[src/rtl/exc_pc_sequencer.sv]
// rtl/exc_pc_sequencer.sv - exception/return PC sequencer with EPC and vector fetch
//
// Takes over the next-PC path while busy: saves EPC, reads the handler byte
// from the vector table and loads it into PC, or reloads PC from EPC on rte.
// Ports:
//   clk, reset                       clock, async active-high reset
//   exc_opcode/exc_overflow/exc_div0 exception requests (sampled in IDLE)
//   rte                              return-from-exception request (IDLE only)
//   pc_in                            current PC + 4
//   pc_src, pc_write                 next-PC select and PC load enable
//   mem_read, mem_addr               vector-table read request and address
//   epc, cause                       saved PC and last cause
//   busy, done                       sequencer owns PC control / completion pulse
module exc_pc_sequencer #(
  parameter int unsigned MEM_LAT  = 2,
  parameter logic [31:0] VEC_BASE = 32'd253
) (
  input  logic        clk,
  input  logic        reset,
  input  logic        exc_opcode,
  input  logic        exc_overflow,
  input  logic        exc_div0,
  input  logic        rte,
  input  logic [31:0] pc_in,
  output logic [1:0]  pc_src,
  output logic        pc_write,
  output logic        mem_read,
  output logic [31:0] mem_addr,
  output logic [31:0] epc,
  output logic [1:0]  cause,
  output logic        busy,
  output logic        done
);

  typedef enum logic [2:0] {
    S_IDLE,
    S_SAVE,
    S_FETCH,
    S_LOAD,
    S_RET,
    S_DONE
  } state_t;

  localparam logic [3:0] FETCH_LAST = 4'(MEM_LAT - 1);

  state_t      state;
  logic [3:0]  fetch_cnt;
  logic [31:0] vec_addr;
  logic        any_exc;

  // cause is 1..3 whenever this is used, so cause-1 selects the table slot
  assign vec_addr = VEC_BASE + {30'd0, cause} - 32'd1;
  assign any_exc  = exc_opcode | exc_overflow | exc_div0;

  // Outputs are registered alongside the state so each one reflects the
  // state being entered; they therefore decode purely from state.
  always_ff @(posedge clk or posedge reset) begin
    if (reset) begin
      state     <= S_IDLE;
      fetch_cnt <= 4'd0;
      epc       <= 32'd0;
      cause     <= 2'b00;
      pc_src    <= 2'b00;
      pc_write  <= 1'b0;
      mem_read  <= 1'b0;
      mem_addr  <= 32'd0;
      busy      <= 1'b0;
      done      <= 1'b0;
    end else begin
      case (state)
        S_IDLE: begin
          if (any_exc) begin
            state <= S_SAVE;
            busy  <= 1'b1;
            if (exc_opcode)        cause <= 2'b01;
            else if (exc_overflow) cause <= 2'b10;
            else                   cause <= 2'b11;
          end else if (rte) begin
            state    <= S_RET;
            busy     <= 1'b1;
            pc_write <= 1'b1;
            pc_src   <= 2'b01;
          end
        end
        S_SAVE: begin
          epc       <= pc_in - 32'd4;
          state     <= S_FETCH;
          fetch_cnt <= 4'd0;
          mem_read  <= 1'b1;
          mem_addr  <= vec_addr;
        end
        S_FETCH: begin
          if (fetch_cnt == FETCH_LAST) begin
            state     <= S_LOAD;
            fetch_cnt <= 4'd0;
            mem_read  <= 1'b0;
            mem_addr  <= 32'd0;
            pc_write  <= 1'b1;
            pc_src    <= 2'b11;
          end else begin
            fetch_cnt <= fetch_cnt + 4'd1;
          end
        end
        S_LOAD, S_RET: begin
          state    <= S_DONE;
          pc_write <= 1'b0;
          pc_src   <= 2'b00;
          done     <= 1'b1;
        end
        S_DONE: begin
          state <= S_IDLE;
          done  <= 1'b0;
          busy  <= 1'b0;
        end
        default: begin
          state     <= S_IDLE;
          fetch_cnt <= 4'd0;
          pc_src    <= 2'b00;
          pc_write  <= 1'b0;
          mem_read  <= 1'b0;
          mem_addr  <= 32'd0;
          busy      <= 1'b0;
          done      <= 1'b0;
        end
      endcase
    end
  end

endmodule

[config.mk]
export PLATFORM = sky130hd
export DESIGN_NAME = exc_pc_sequencer
export DESIGN_NICKNAME = d
export VERILOG_FILES = /design/src/rtl/exc_pc_sequencer.sv
export SDC_FILE = /design/constraint.sdc
export NUM_CORES = 1
export LEC_CHECK = 0
export CORE_MARGIN = 3
export CORE_UTILIZATION = 43
export CTS_CLUSTER_SIZE = 40
export DETAILED_ROUTE_END_ITERATION = 12
export PLACE_DENSITY = 0.81
export SYNTH_ARGS = -nofsm -noshare
export SYNTH_HDL_FRONTEND = slang
export SYNTH_SLANG_ARGS = --single-unit
export TNS_END_PERCENT = 1
[constraint.sdc]
create_clock -name clk -period 2 [get_ports clk]
set_input_delay 0.3 -clock clk [delete_from_list [all_inputs] [get_ports clk]]
set_output_delay 0.3 -clock clk [all_outputs]
set_load 0.01 [all_outputs]
Word level (Yosys, flattened, before mapping)
Cells that the tools add are included.
W data, S select, Z words.
{"block": "classes", "n_bitwise": 5, "addsub": 4, "shifts": 0, "eq_ne": 10, "magnitude_cmp": 0, "div_mod_pow": 0, "muxes": 23, "reduce_logical": 11, "multipliers": 0}
{"op": "$pmux W32 S3", "count": 1}
{"op": "$mux W32", "count": 1}
{"op": "$sub A32 B3 Y32 const B", "count": 1}
{"op": "$pmux W3 S4", "count": 1}
{"op": "$sub A9 B1 Y10 const B", "count": 1}
{"op": "$add A8 B2 Y9 const A", "count": 1}
{"op": "$mux W3", "count": 3}
{"op": "$mux W2", "count": 4}
{"op": "$pmux W4 S2", "count": 1}
{"op": "$reduce_and A2 Y1", "count": 4}
{"op": "$reduce_or A4 Y1", "count": 2}
{"op": "$eq A3 B2 Y1 const B", "count": 2}
{"op": "$eq A3 B3 Y1 const B", "count": 2}
{"op": "$mux W1", "count": 6}
{"op": "$ne A2 B2 Y1 const B", "count": 3}
{"op": "$pmux W1 S3", "count": 2}
{"op": "$pmux W2 S3", "count": 1}
{"op": "$add A4 B1 Y4 const B", "count": 1}
{"op": "$eq A4 B1 Y1 const B", "count": 1}
{"op": "$mux W4", "count": 1}
{"op": "$pmux W1 S2", "count": 2}
{"op": "$reduce_and A4 Y1", "count": 1}
{"op": "$reduce_or A2 Y1", "count": 2}
{"op": "$eq A3 B1 Y1 const B", "count": 1}
{"op": "other kinds (5)", "count": 8}
{"block": "word_totals", "memories": 0, "in_bits": 38, "ff_bits": 79, "output_inout_bits": 72, "latch_bits": 0, "ram_bits": 0, "wordCells": 63, "romBits": 0}

Logic depth before layout (Yosys ltp)
{"block": "logic_depth", "depth_word": 4, "ltp_mapped": 8, "ltp_nobuf": 7}

Worst setup path before layout
Ideal clock, no wire load.
{"block": "synth_path", "path_kind": "input to register", "startpoint": "input port pc_in[2]", "endpoint": "register epc[30]", "n_path_buf": 0, "stages": 7, "required_time_ps": 1863, "setup_slack_ps": 148, "t_arrival_ps": 1715, "cell_sequence": "inv_1 -> ha_1 -> or4b_4 -> nand4b_4 -> nor3_1 -> xnor2_1 -> a21oi_1"}
{"block": "synth_between", "elab_chain_cells": 1}
{"item": "start: declaration", "line_no": "24", "source": "input logic [31:0] pc_in,"}
{"item": "$sub A32 B3 Y32", "line_no": "86", "source": "epc <= pc_in - 32'd4;"}
{"item": "end signal: assignment", "line_no": "86"}
{"item": "end: declaration", "line_no": "29", "source": "output logic [31:0] epc,"}
No other way between the ends.
A chain may end at the register's enable or synchronous reset.

Worst setup path after layout
{"block": "layout_path", "startpoint": "input port pc_in[15]", "endpoint": "register epc[31]"}
Same word-level chain as after synthesis.

==> results.yml <==
outcome:
  status: "complete, no violations"
route:
  antenna_left: 0
  vias: 2387
  firstDrtPassIters: 6
  routed_wl_um: 6550
  wl_per_cell_um: 13.4
  drc: 0
  drtIter0Drc: 81
  vias_per_cell: 4.89
cells_and_area:
  finalNetCount: 453
  area_growth_pct: 47.3
  final_cell_area_mm2: 0.00398
  register_area_mm2: 0.00120
  mostFrequentLayoutCell: "clkdlybuf4s50_1"
  layout_common_cells: "79 x clkdlybuf4s50_1, 48 x dfrtp_1, 46 x nor2_1, 46 x buf_4, 31 x a21oi_1"
  multiInputGateArea_mm2: 0.00132
  final_util_pct: 66.4
  fill_cells: 485
  antenna_cells: 0
  drive_above_1_share_pct: 17.9
clock_tree:
  path_clk_slew_ns: 0.08
  clock-sinks: 48
  cts_hold_buf: 0
  numCtsBuffers: 5
  tritoncts: "done"
  htreeDepth: 2
  clk_latency_ns: 0.30
  cts.path.max_buffers: 2
  cts-root-buf: "clkbuf_8"
logic_synthesis:
  synthCells: 292
  synth_top_cell_by_area: "dfrtp_1"
  synth_cell_types: 40
  yosysWarnings: 0
  synth_area_leaders: "dfrtp_1 44%, buf_4 8.6%, xnor2_1 7.5%"
  ys_seq_elements: 48
  async_flop_share_pct: 100
  synth_compound_area_share_pct: 11.8
  synth_mux_area_share_pct: 0.834
  ys.flop_type: "dfrtp_1"
  synth_top_family_by_area: "simple AND/OR/NAND/NOR gates"
  synth_top_area_share_pct: 44.5
  netlist_area_mm2: 0.00270
  synth-simple-area-share_pct: 21.5
  synth-edff-count: 0
  synthXorXnorAreaFrac_pct: 8.75
  synth_fa_ha_area_share_pct: 1.39
  seq_area_frac_synth_pct: 44.5
  avgSynthCellArea_um2: 9.25
global_route:
  grt_pass1_wl_um: 10600
  antenna_found_initial: 0
  track_usage_pct: 17.9
  grt_max_degree: 49
  grt_pass1_vias: 2264
  grt-ovfl-total: 0
critical_path:
  crit_fanout: 2
  worst_r2r_startpoint: "state[0]"
  critical_path_class: "input pin to register"
  cp-start-kind: "input pin"
  end_kind: "register"
  r2r-end: "epc[10]"
  rrSetupSlack_ns: 0.35
  rr_worst_depth: 5
  cp_data_arrival_time_ns: 2.16
  endpoint: "epc[31]"
  crit_path_start: "pc_in[15]"
  cp.required_ns: 2.22
floorplanning:
  io_pins: 110
  die_h_um: 85.3
  fp-row-count: 28
  start_util_pct: 45.1
  core_area_mm2: 0.00599
  die_area_mm2: 0.00727
  die_w_um: 85.3
timing:
  finalCritPeriodShare_pct: 97.0
  fin_worst_skew_ns: 0.00698
  finalWorstSetupSlack_ns: 0.0606
  max_clock_freq_mhz: 516
  slew_violations: 0
  hold_viol_final: 0
  final.min_clock_period_ns: 1.94
  max-slew-margin-rel_pct: 65.6
  timing.hold.ws_ns: 0.337
  setup_viol: 0
  tightest_slew_ns: 0.512
run:
  maxCapViolCount: 0
placed_design:
  gp_congestion: 0.772
  hpwlAfterDp_um: 4950
  port_buffers: 85
  postPlaceCellArea_mm2: 0.00382
  pre_cts_ws_ns: -0.327
power_and_ir_drop:
  p_switching_mw: 1.84
  swShare_pct: 36.9
  ir_drop_mv: 0.783
  p_int_mw: 3.14
  seqPwrFrac_pct: 35.5
  p_comb_share_pct: 52.6
  powerDensity_mw_per_mm2: 1250
  clock_power_share_pct: 11.9
  leakagePower_nw: 1.69
min_path:
  hold_path_class: "input pin to register"
registers in the layout, indices dropped and copies added, names as in the netlist:
signal and count:
state 3, pc_src 2, done 1, fetch_cnt 4, cause 2, epc 32
busy 1, mem_addr 3
cells in the mapped netlist (2+ instances only):
library cell,n
nor4_1,2
nand3_1,3
inv_1,5
nor2_1,46
buf_1,3
mux2_2,2
or4_1,2
o21ai_0,11
buf_2,3
a21oi_1,31
nand2_1,13
a22o_1,2
nor3_1,16
nor2b_1,7
xor2_1,4
o31ai_1,3
buf_4,31
or3_1,4
dfrtp_1,48
a31oi_1,3
nor3_2,3
xnor2_1,23
nor4b_1,2
nand2b_1,2
clkbuf_1,6
ha_1,3
stage by stage:
step | TNS, ns | total power [mW] | std cells
floorplan | 0 | 3.10 | 315
global placement | -3.18 | 4.31 | 477
detailed placement | -4.12 | 4.42 | 477
CTS | 0 | 5.02 | 485
global route | -0.000164 | 5.35 | 488
finish | 0 | 4.97 | 488
metal layers:
| layer | up-vias | track usage [%] | routed length, um |
|---|---|---|---|
| li1 | 1172 | - | - |
| met3 | 8 | 3.79 | 418 |
| met4 | 0 | 4.32 | 58 |
| met1 | 1131 | 23.3 | 2780 |
| met2 | 76 | 30.3 | 3290 |
| met5 | - | 0 | 0 |
timing repair:
| action | in CTS | in global routing |
|---|---|---|
| buffers inserted | 0 | 3 |
| gates resized for setup | 0 | 13 |
| endpoints found under the setup margin | 0 | 12 |
layout make-up:
cell class	instances	share of cell area, %
sequential	48	30.2
clock buffer	8	2.26
tap	75	2.36
inverter	5	0.472
timing repair buffer	133	31.4
multi-input combinational	219	33.3
critical path: stages:
cell and delay (ns):
clkdlybuf4s50_1 0.45, nor3_2 0.32, nand2_2 0.10, or4_4 0.49, or3_4 0.38, a31oi_1 0.12
power groups by stage:
stage | registers, mW | clock network [mW] | logic [mW]
5_1_grt | 1.84 | 0.657 | 2.86
2_1_floorplan | 1.89 | 0 | 1.21
6_report | 1.77 | 0.594 | 2.61
3_5_place_dp | 1.78 | 0 | 2.63
3_3_place_gp | 1.76 | 0 | 2.54
4_1_cts | 1.77 | 0.609 | 2.64
logic make-up after synthesis:
| kind of cell | after synthesis |
|---|---|
| other | 1 |
| multiplexers | 2 |
| buffers and inverters | 48 |
| XOR/XNOR | 27 |
| AND/OR/NAND/NOR | 107 |
| flip-flops | 48 |
| AO/OA/AOI/OAI | 56 |
| adder cells (fa/ha/maj) | 3 |
how the worst min path moves through the flow:
stage	start	endpoint	slack [ns]	cells past startpoint
floorplan	pc_in[2]	epc[2]	0.38	1
global placement	fetch_cnt[3]	fetch_cnt[3]	0.46	1
detailed placement	busy	busy	0.47	2
CTS	reset	busy	0.36	3
global route	pc_in[6]	epc[6]	0.34	3
finish	pc_in[6]	epc[6]	0.34	3
Power figures use the tool's default switching activity.
